`src/rtl/clock_divider_bank_pkg.sv`:
```
// Shared constants and helpers for the programmable clock divider bank.
package clock_divider_bank_pkg;

  // Smallest divisor that still yields a distinct high and low phase.
  localparam int MIN_DIVISOR = 2;

  // Width of the channel-select field; never narrower than one bit.
  function automatic int sel_width(input int channels);
    return (channels > 1) ? $clog2(channels) : 1;
  endfunction

endpackage

```
`src/rtl/clock_divider_bank_channel.sv`:
```
// One divider channel: counter, active divisor, staged divisor and pending flag.
// A staged divisor is applied only at a wrap or while the channel is stopped.
module clock_divider_channel
  import clock_divider_bank_pkg::*;
#(
  parameter int COUNT_WIDTH   = 16,
  parameter int RESET_DIVISOR = 4
) (
  input  logic                   clock,
  input  logic                   reset,
  input  logic                   load,
  input  logic [COUNT_WIDTH-1:0] load_divisor,
  input  logic                   enable,
  output logic                   div_clock,
  output logic                   tick,
  output logic                   pending
);

  localparam logic [COUNT_WIDTH-1:0] MIN_D   = COUNT_WIDTH'(MIN_DIVISOR);
  localparam logic [COUNT_WIDTH-1:0] RESET_D = COUNT_WIDTH'(RESET_DIVISOR);
  localparam logic [COUNT_WIDTH-1:0] ONE     = COUNT_WIDTH'(1);

  logic [COUNT_WIDTH-1:0] counter_reg, counter_next;
  logic [COUNT_WIDTH-1:0] divisor_reg, divisor_next;
  logic [COUNT_WIDTH-1:0] staged_reg, staged_next;
  logic                   pending_reg, pending_next;
  logic                   div_reg, div_next;
  logic                   tick_reg, tick_next;
  logic [COUNT_WIDTH-1:0] clamped_divisor;
  logic [COUNT_WIDTH-1:0] counter_inc;
  logic                   wrap;

  assign clamped_divisor = (load_divisor < MIN_D) ? MIN_D : load_divisor;
  assign counter_inc     = counter_reg + ONE;
  assign wrap            = (counter_reg == divisor_reg - ONE);

  always_comb begin
    counter_next = counter_reg;
    divisor_next = divisor_reg;
    staged_next  = staged_reg;
    pending_next = pending_reg;
    div_next     = div_reg;
    tick_next    = 1'b0;

    if (enable) begin
      if (wrap) begin
        counter_next = '0;
        div_next     = 1'b1;
        tick_next    = 1'b1;
        if (pending_reg) begin
          divisor_next = staged_reg;
          pending_next = 1'b0;
        end
      end else begin
        counter_next = counter_inc;
        div_next     = (counter_inc < (divisor_reg >> 1));
      end
    end else begin
      div_next = 1'b0;
      if (pending_reg) begin
        divisor_next = staged_reg;
        pending_next = 1'b0;
      end
      // Parked one short of the (possibly new) divisor so re-enable wraps on the first edge.
      counter_next = divisor_next - ONE;
    end

    // A load always stages; any wrap above has already consumed the previous staged value.
    if (load) begin
      staged_next  = clamped_divisor;
      pending_next = 1'b1;
    end
  end

  always_ff @(posedge clock or posedge reset) begin
    if (reset) begin
      counter_reg <= RESET_D - ONE;
      divisor_reg <= RESET_D;
      staged_reg  <= RESET_D;
      pending_reg <= 1'b0;
      div_reg     <= 1'b0;
      tick_reg    <= 1'b0;
    end else begin
      counter_reg <= counter_next;
      divisor_reg <= divisor_next;
      staged_reg  <= staged_next;
      pending_reg <= pending_next;
      div_reg     <= div_next;
      tick_reg    <= tick_next;
    end
  end

  assign div_clock = div_reg;
  assign tick      = tick_reg;
  assign pending   = pending_reg;

endmodule

```
`src/rtl/clock_divider_bank.sv`:
```
// Bank of independent run-time programmable integer clock dividers.
// Decodes the shared load port into per-channel strobes; all timing lives in the channels.
module clock_divider_bank
  import clock_divider_bank_pkg::*;
#(
  parameter int CHANNELS      = 2,
  parameter int COUNT_WIDTH   = 16,
  parameter int RESET_DIVISOR = 4
) (
  input  logic                             clock,
  input  logic                             reset,
  input  logic                             load,
  input  logic [sel_width(CHANNELS)-1:0]   load_channel,
  input  logic [COUNT_WIDTH-1:0]           load_divisor,
  input  logic [CHANNELS-1:0]              channel_enable,
  output logic [CHANNELS-1:0]              div_clock,
  output logic [CHANNELS-1:0]              tick,
  output logic [CHANNELS-1:0]              pending
);

  logic [CHANNELS-1:0] load_strobe;

  generate
    for (genvar gi = 0; gi < CHANNELS; gi++) begin : g_channel
      // Selects at or beyond CHANNELS match no channel and are dropped.
      assign load_strobe[gi] = load && (32'(load_channel) == gi);

      clock_divider_channel #(
        .COUNT_WIDTH   (COUNT_WIDTH),
        .RESET_DIVISOR (RESET_DIVISOR)
      ) u_channel (
        .clock        (clock),
        .reset        (reset),
        .load         (load_strobe[gi]),
        .load_divisor (load_divisor),
        .enable       (channel_enable[gi]),
        .div_clock    (div_clock[gi]),
        .tick         (tick[gi]),
        .pending      (pending[gi])
      );
    end
  endgenerate

endmodule

```
`config.mk`:
```
export PLATFORM = sky130hd
export DESIGN_NAME = clock_divider_bank
export DESIGN_NICKNAME = d
export VERILOG_FILES = /design/src/rtl/clock_divider_bank_pkg.sv /design/src/rtl/clock_divider_bank_channel.sv /design/src/rtl/clock_divider_bank.sv
export SDC_FILE = /design/constraint.sdc
export NUM_CORES = 1
export LEC_CHECK = 0
export BUFFER_PORTS_ARGS = -buffer_cell sky130_fd_sc_hd__buf_2
export CORE_MARGIN = 8
export CORE_UTILIZATION = 60
export DETAILED_ROUTE_END_ITERATION = 12
export GPL_ROUTABILITY_DRIVEN = 0
export GPL_TIMING_DRIVEN = 1
export PLACE_DENSITY = 0.78
export SLEW_MARGIN = 20
export SYNTH_ARGS = -nofsm -noshare
export SYNTH_HDL_FRONTEND = slang
export SYNTH_SLANG_ARGS = --single-unit
```
`constraint.sdc`:
```
create_clock -name clock -period 3.6 [get_ports clock]
set_input_delay 0.72 -clock clock [delete_from_list [all_inputs] [get_ports clock]]
set_output_delay 0.72 -clock clock [all_outputs]
set_load 0.05 [all_outputs]
```
==> metrics.txt <==
Leakage Power=3.45 nW; Final Hold Fails=0; Worst Path Max Fanout=10; # DRC=0; clock sink count=102; I/O Pins=28; Startpoint Class=flop; leading area contributor after synthesis=dfrtp_1; fmax=285 MHz; crit path kind=flop to flop; Vias=6479; worst vdd ir=0.000393 V; fin crit period=3.51 ns; HP Class=input port to asynchronous set/reset pin; largest net degree at the start of global routing=56; GR Layer Usage met2=36.5%; max incr delay on CP=0.53 ns; TritonRoute pass-1 iters=5; # setup viols final=0; 1st-iter DRT viols=819; Slew Viols, Final=0; Syn Area/Cell=8.76 µm²; Final period util=97.6%; vias in the first global route=6287; WP data required=3.84 ns; core area=0.0120 mm²; register area=0.00256 mm²; multi-input gate area in the final layout=0.00446 mm²; crit-path cells=inv_1, ha_1, or4b_4, a2111oi_0, nor3_1, nand2b_1, or4_4, o31ai_4, buf_4, mux2_4; synth top area cells=dfrtp_1 (32%), xnor2_1 (6.0%), nand2_1 (5.8%); Max-Cap Viols=0; Nets=912; status=complete, no violations; FP Rows=40; Final Util=66.8%; PortBufs=27; dpl ws=0.0321 ns; DP HPWL=14.5 mm; measured slew at the worst slew-check pin=0.983 ns; H-tree levels=3; CP max stage cell=or4b_4; Starting Density=61.5%; Max-slew headroom=34.3%; GR Layer Usage met3=4.99%; share of cells above drive strength 1=14.2%; Final ANT Viol Nets=0; register area share after synthesis=34.7%; most common cell after layout, fill and taps aside=nand2_1; synthesized cell area=0.00738 mm²; cell area power density=615 mW/mm²; area delta synth->final=8.68%; Post-Syn Nets=899; most frequent cells in the layout=nand2_1 (115), dfrtp_1 (94), xnor2_1 (51), inv_1 (42), nor2_1 (40); Global Route met1 Usage=35.0%; Inserted Diodes=0; grt total ovfl=0; WL/cell=19.1 µm; Final Hold Slack=0.485 ns; gr busiest metal=met2; Post-synth EDFFs=0; TritonCTS clock tree=yes; worst-skew pair later-pin latency=0.36 ns; final worst setup slack=0.0857 ns; Chip Height=127 µm; asr flop ratio synth=100%; routed wire length=19.3 mm; Tot GR Track Use=24.3%; clock skew=0.00856 ns; DP Cell Count=989; clock slew at reported path FFs=0.08 ns; # fillers=927; #FFs+latches synth=102; cells after synthesis=843; clock tree root buffer cell=clkbuf_16; total power=4.93 mW; first-pass GRT wire length=32.0 mm; YS warnings=0; Num CTS Buffers=9; non-filler cells, final=1008; CTS max path bufs=2; Worst setup EP type=flop; initial antenna violation count=0; synth unique cells=68; share of the synthesized area in the top cell type=31.9%; die width=127 µm; Via density=6.43; Top FF cell, synth=dfrtp_1; crit path DAT=3.76 ns; die area=0.0161 mm²
-- metal layers --
layer	wire [µm]	vias to the layer above
met1	8720	3117
met2	8480	292
met4	325	0
met3	1740	30
li1	-	3040
met5	0	-
-- stage by stage --
step,setup TNS (ns),cell area (µm²)
floorplan,0,7380
global placement,0,7660
detailed placement,0,7660
CTS,0,7980
global route,-0.00130,8020
finish,0,8020
-- critical path, delay by kind of cell (launching register included) --
family	cells	cell delay [ns]
buffers and inverters	2	0.32
multiplexers	1	0.30
AND/OR/NAND/NOR	4	1.32
adder cells (fa/ha/maj)	1	0.22
flip-flops	1	0.46
AO/OA/AOI/OAI	2	0.78
-- final timing paths --
kind,from,endpoint,slack (ns),cells after the start
setup / recovery,g_channel[1].u_channel.divisor_reg[0],g_channel[1].u_channel.divisor_reg[12],0.09,10
hold / removal,reset,g_channel[1].u_channel.div_clock,0.48,2
setup reg to reg,g_channel[1].u_channel.divisor_reg[0],g_channel[1].u_channel.divisor_reg[12],0.09,10
hold reg to reg,g_channel[0].u_channel.staged_reg[2],g_channel[0].u_channel.staged_reg[2],0.49,2
max in group asynchronous,reset,g_channel[0].u_channel.staged_reg[2],2.36,3
min in group clock,g_channel[0].u_channel.staged_reg[2],g_channel[0].u_channel.staged_reg[2],0.49,2
-- repair_timing --
| item | in CTS | in global routing |
|---|---|---|
| resized for setup | 0 | 3 |
| hold buffers | 0 | 0 |
| endpoints found under the hold margin | 0 | 0 |
| setup buffers | 0 | 3 |
| setup endpoints to repair | 0 | 10 |
-- report_power, final --
group          internal [mW]  switching, mW  total (mW)
clock                  0.501          0.514        1.01
sequential              1.42          0.440        1.86
combinational          0.894           1.17        2.06
total                   2.81           2.12        4.93
-- cells in the mapped netlist, drive strengths merged, types with 6 or more instances --
cell	count
a21oi	26
a22o	7
a31oi	6
and2	6
and3	8
buf	11
clkbuf	38
dfrtp	94
dfstp	8
ha	34
inv	43
mux2	26
mux2i	27
nand2	115
nand2b	15
nand3	27
nand4	21
nor2	40
nor2b	7
nor3	32
nor3b	7
nor4	19
o211ai	13
o21a	6
o21ai	29
o22ai	22
o311ai	8
or2	6
xnor2	51
xor2	38
-- cell type report --
type                       count  share of cell area [%]
clock buffer                   9                    2.81
clock inverter                 7                    1.15
inverter                      44                    2.09
multi-input combinational    648                    55.6
sequential                   102                    31.9
tap                          147                    2.29
timing repair buffer          51                    4.09
-- logic make-up (layout without fill, tap and decap cells) --
logic type | after synthesis | count (layout) | synth area share (%)
adders and majority gates | 34 | 34 | 5.76
xor gates and xnor gates | 89 | 89 | 10.6
and+or+nand+nor | 323 | 323 | 22.3
muxes | 53 | 53 | 7.73
buffers and inverters | 93 | 111 | 5.25
DFF | 102 | 102 | 34.7
AOI/OAI and AO/OA | 149 | 149 | 13.7
Note: power is estimated with default switching activity, not from simulation.
